### src/rtl/timer_counter.sv
// Memory-mapped down-counting timer with a CTRL/PRESET/COUNT register map and a level or
// pulsed interrupt request, depending on MODE.
module timer_counter #(
  parameter logic [31:0] BASE = 32'h0000_7F00
) (
  input  logic        clk,
  input  logic        reset,
  input  logic [31:0] addr,
  input  logic [31:0] wdata,
  input  logic [3:0]  byteen,
  output logic [31:0] rdata,
  output logic        irq
);

  typedef enum logic [1:0] {StIdle, StLoad, StCnt, StInt} state_e;

  state_e      state_q, state_d;
  logic        en_q, en_d;
  logic [1:0]  mode_q, mode_d;
  logic        im_q, im_d;
  logic [31:0] preset_q, preset_d;
  logic [31:0] count_q, count_d;
  logic        flag_q, flag_d;

  logic sel, wr_ctrl, wr_preset, periodic;
  logic unused_addr;

  assign unused_addr = ^addr[1:0];
  assign sel         = (addr[31:4] == BASE[31:4]);
  // Only full-word writes are accepted; partial-byte writes are dropped.
  assign wr_ctrl     = sel && (byteen == 4'b1111) && (addr[3:2] == 2'd0);
  assign wr_preset   = sel && (byteen == 4'b1111) && (addr[3:2] == 2'd1);
  assign periodic    = (mode_q == 2'd1);

  always_ff @(posedge clk or negedge reset) begin
    if (!reset) begin
      state_q  <= StIdle;
      en_q     <= 1'b0;
      mode_q   <= 2'd0;
      im_q     <= 1'b0;
      preset_q <= '0;
      count_q  <= '0;
      flag_q   <= 1'b0;
    end else begin
      state_q  <= state_d;
      en_q     <= en_d;
      mode_q   <= mode_d;
      im_q     <= im_d;
      preset_q <= preset_d;
      count_q  <= count_d;
      flag_q   <= flag_d;
    end
  end

  always_comb begin
    state_d = state_q;
    unique case (state_q)
      StIdle:  if (en_q) state_d = StLoad;
      StLoad:  state_d = StCnt;
      StCnt: begin
        if (!en_q)               state_d = StIdle;
        else if (count_q <= 32'd1) state_d = StInt;
      end
      StInt:   state_d = periodic ? StLoad : StIdle;
      default: state_d = StIdle;
    endcase
    // A CTRL write restarts the sequence from IDLE, even on the INT edge.
    if (wr_ctrl) state_d = StIdle;
  end

  always_comb begin
    en_d     = en_q;
    mode_d   = mode_q;
    im_d     = im_q;
    preset_d = preset_q;
    count_d  = count_q;
    flag_d   = flag_q;
    // In periodic mode LOAD always follows INT, so the flag becomes a one-cycle pulse.
    if (state_q == StLoad && periodic) flag_d = 1'b0;
    unique case (state_q)
      StLoad: count_d = preset_q;
      StCnt:  if (en_q) count_d = (count_q > 32'd1) ? count_q - 32'd1 : 32'd0;
      StInt: begin
        flag_d = 1'b1;
        if (!periodic) en_d = 1'b0;
      end
      default: ;
    endcase
    if (wr_ctrl) begin
      en_d    = wdata[0];
      mode_d  = wdata[2:1];
      im_d    = wdata[3];
      count_d = count_q;
      flag_d  = 1'b0;
    end
    if (wr_preset) begin
      preset_d = wdata;
      flag_d   = 1'b0;
    end
  end

  always_comb begin
    rdata = '0;
    if (sel) begin
      unique case (addr[3:2])
        2'd0:    rdata = {28'd0, im_q, mode_q, en_q};
        2'd1:    rdata = preset_q;
        2'd2:    rdata = count_q;
        default: rdata = '0;
      endcase
    end
    irq = im_q & flag_q;
  end

endmodule
### config.mk
export PLATFORM = sky130hd
export DESIGN_NAME = timer_counter
export DESIGN_NICKNAME = d
export VERILOG_FILES = /design/src/rtl/timer_counter.sv
export SDC_FILE = /design/constraint.sdc
export NUM_CORES = 1
export LEC_CHECK = 0
export CORE_ASPECT_RATIO = 1.4
export CORE_MARGIN = 2
export CORE_UTILIZATION = 58
export DETAILED_ROUTE_END_ITERATION = 8
export DONT_BUFFER_PORTS = 1
export PLACE_DENSITY = 0.86
export SYNTH_ARGS = -nofsm -noshare
export SYNTH_HDL_FRONTEND = slang
export SYNTH_SLANG_ARGS = --single-unit
### constraint.sdc
create_clock -name clk -period 2.23 [get_ports clk]
set_input_delay 0 -clock clk [delete_from_list [all_inputs] [get_ports clk]]
set_output_delay 0 -clock clk [all_outputs]
set_load 0.01 [all_outputs]
==> run summary <==
run status -> finished with violations
violations in the final reports -> negative setup slack
full die area -> 8070 sq um
diode count -> 0
worst vdd ir -> 0.000360 V
required time at the endpoint of the critical path -> 2.47 ns
class of the tightest hold or removal check -> input pin to flop
average footprint of a synthesized cell -> 9.17 sq um
weighted congestion at the end of routability-driven global placement -> 0.871
cts bufs inserted -> 9
count of state elements after synthesis -> 71
clock slew at reported path FFs -> 0.08 ns
class of the most critical setup path -> flop to flop
final wirelength -> 12900 um
htree depth -> 3
gate count after technology mapping -> 465
hold path start -> addr[2]
io pins -> 103
Place WS -> -0.216 ns
overall die height -> 105 um
Final nets -> 612
number of enable-type register cells in the synthesized netlist -> 0
final global-route overflow total -> 0
max_cap viols -> 0
clock period minus final worst setup slack -> 2.42 ns
worst path cell trace -> or4_4 > or3_4 > o41ai_4 > buf_4 > buf_8 > nor2_1 > o21ai_1 > o211ai_1
terminus of the critical flop-to-flop path -> count_q[9]$_DFFE_PN0P_
chip width -> 76.5 um
length in cells of the worst reg-to-reg path -> 8
part of the cycle the worst path needs -> 1.08
via count of the first global-routing pass -> 4272
startpoint types -> flop
share of the core filled with cells in the final layout -> 0.741
site row count -> 37
worst rel slew slack -> 0.486
drt wl/cell -> 20.2 um
Worst Path Arrival -> 2.66 ns
Vias -> 4301
cell count of the worst hold path -> 4
pwr/cell area -> 449 nW/um^2
internal reg-to-reg setup slack -> -0.19 ns
achievable frequency -> 0.414 GHz
fin. max-slew vios -> 0
count of clock tree sinks -> 71
dominant register cell in the synthesized netlist -> dfrtp_1
post-route antenna net violation count -> 0
critical register-to-register path startpoint -> count_q[26]$_DFFE_PN0P_
setup clock skew after layout -> 0.0130 ns
static power due to leakage -> 0.00223 uW
iteration count of the initial detailed-routing pass -> 5
per-cell via count in the routed design -> 6.74
count of final hold-check violations -> 0
endpoint kind of the worst setup timing path -> flop
GRT Total Usage -> 0.322
number of DRC markers after the initial detailed-route iteration -> 479
delay contributed by the slowest stage of the critical path -> 0.54 ns
commonest non-fill, non-tap cell in the layout -> dfrtp_1
number of antenna violations at the first check in global routing -> 0
relative area change from synthesis to final layout -> 25.5%
Synth warnings -> 0
worst-path fanout max -> 8
number of buffer cells added on primary ports -> 0
number of nets in the synthesized netlist -> 541
slowest cell on the critical path -> or4_4
DRC errors left -> 0
post-synth cell types -> 53
layout cell share with drive strength beyond 1 -> 0.262
# placed instances -> 581
final setup fails -> 31
async set-reset flop share out of synthesis -> 1.00
first-pass GRT wire length -> 20500 um
TritonCTS clock tree -> yes
most used cells in the layout excluding fill and tap cells -> dfrtp_1 (71), nor2_1 (60), buf_4 (54)
synthesized cell area -> 4270 sq um
CTS max path bufs -> 2
Worst Max-Slew Pin Slew -> 0.767 ns
clock insertion delay at the later pin of the skew report -> 0.37 ns
library cell used as clock root buffer -> clkbuf_8
Worst Hold End -> en_q$_DFFE_PN0P_
portion of the post-synthesis area used by sequential elements -> 0.417
number of non-filler instances in the completed layout -> 638
setup repair after global routing missed its margin -> true
total half-perimeter wirelength after legalization and detailed placement -> 8380 um
pin count of the biggest net entering global routing -> 72
initial core utilization -> 0.591
area of the core -> 7220 sq um
crit path setup slack, layout -> -0.188 ns
[logic make-up after synthesis]
family,count (synthesis),share of synthesized area
and+or+nand+nor,165,0.201
AOI/OAI and AO/OA,135,0.211
DFF,71,0.417
buffers and inverters,48,0.0493
muxes,40,0.104
adders and majority gates,6,0.0176
[flip-flops by register name (all words and copies together), names as in the netlist]
register  cells
mode_q        2
count_q      32
state_q       2
en_q          1
flag_q        1
preset_q     32
im_q          1
[cell type report]
cell class / instances / area (sq um)
multi-input cells: 346 / 2380
fillers: 501 / 1870
flip-flops and latches: 71 / 1780
repair buffers: 94 / 842
clock buffers: 12 / 155
well taps: 97 / 121
inverters: 14 / 52.6
clock inverters: 4 / 30.0
[critical path, delay by kind of cell (launching register included)]
family,cells,cell delay (ns)
DFF,1,0.38
buffers and inverters,2,0.32
and+or+nand+nor,3,0.97
AOI/OAI and AO/OA,3,0.62
[how the worst max path moves through the flow]
| stage | start | endpoint | cells after the start |
|---|---|---|---|
| 3_3_place_gp | count_q[26]$_DFFE_PN0P_ | count_q[11]$_DFFE_PN0P_ | 7 |
| 2_1_floorplan | count_q[26]$_DFFE_PN0P_ | count_q[8]$_DFFE_PN0P_ | 8 |
| 3_5_place_dp | count_q[26]$_DFFE_PN0P_ | count_q[11]$_DFFE_PN0P_ | 7 |
| 5_1_grt | count_q[26]$_DFFE_PN0P_ | count_q[9]$_DFFE_PN0P_ | 8 |
| 4_1_cts | count_q[26]$_DFFE_PN0P_ | count_q[17]$_DFFE_PN0P_ | 8 |
| 6_report | count_q[26]$_DFFE_PN0P_ | count_q[9]$_DFFE_PN0P_ | 8 |
[synthesized netlist by cell type (2+ instances only)]
master	number	area, sq um
o2bb2ai_1	5	43.8
nor3_1	18	90.1
or2_2	7	43.8
a21oi_1	23	115
mux2i_1	5	50.1
dfrtp_1	71	1780
a22oi_1	33	248
nand2_1	23	86.3
o21ai_0	33	165
and3_1	3	18.8
nand2b_1	2	12.5
o31ai_1	2	15.0
a32oi_1	2	17.5
o21ai_1	6	30.0
nand3_1	6	30.0
ha_1	6	75.1
a22o_1	6	52.6
o22ai_1	7	43.8
a31oi_1	2	12.5
nor2b_1	4	25.0
nor4b_1	4	35.0
inv_1	14	52.6
o311ai_1	2	17.5
nand4_1	4	25.0
nor4_1	17	106
buf_6	4	45.0
buf_1	6	22.5
clkbuf_1	24	90.1
o311ai_0	2	17.5
nor2_1	61	229
mux2_2	35	394
and4b_1	2	20.0
or3_1	4	25.0
or4_1	3	22.5
[power breakdown]
group	internal [uW]	total [uW]	switching, uW
sequential	1290	1290	1.02
clock	467	983	516
combinational	65.5	132	66.4
[metal layers]
| metal | GRT usage | routed length [um] | up-vias |
|---|---|---|---|
| met5 | 0 | 0 | - |
| met4 | 0.175 | 487 | 0 |
| met3 | 0.0505 | 941 | 57 |
| met2 | 0.564 | 6670 | 278 |
| met1 | 0.375 | 4790 | 2087 |
| li1 | - | - | 1879 |
[what timing repair did]
action | in CTS | in global routing
setup buffers | 2 | 3
pin swaps | 4 | 8
endpoints found under the hold margin | 108 | 0
resized for setup | 17 | 13
gates cloned | 0 | 1
hold buffers | 35 | 0
setup endpoints to repair | 33 | 33
[per-stage QoR]
step	hold WS (ns)	total power, uW	setup TNS (ns)	area [sq um]
2_1_floorplan	-0.296	1350	-2.96	4280
3_3_place_gp	-0.293	1370	-2.78	4660
3_5_place_dp	-0.294	1370	-4.54	4660
4_1_cts	0.0123	2400	-1.96	5290
5_1_grt	0.0500	2470	-5.88	5350
6_report	0.0148	2400	-3.15	5350
Power figures use the tool's default switching activity.
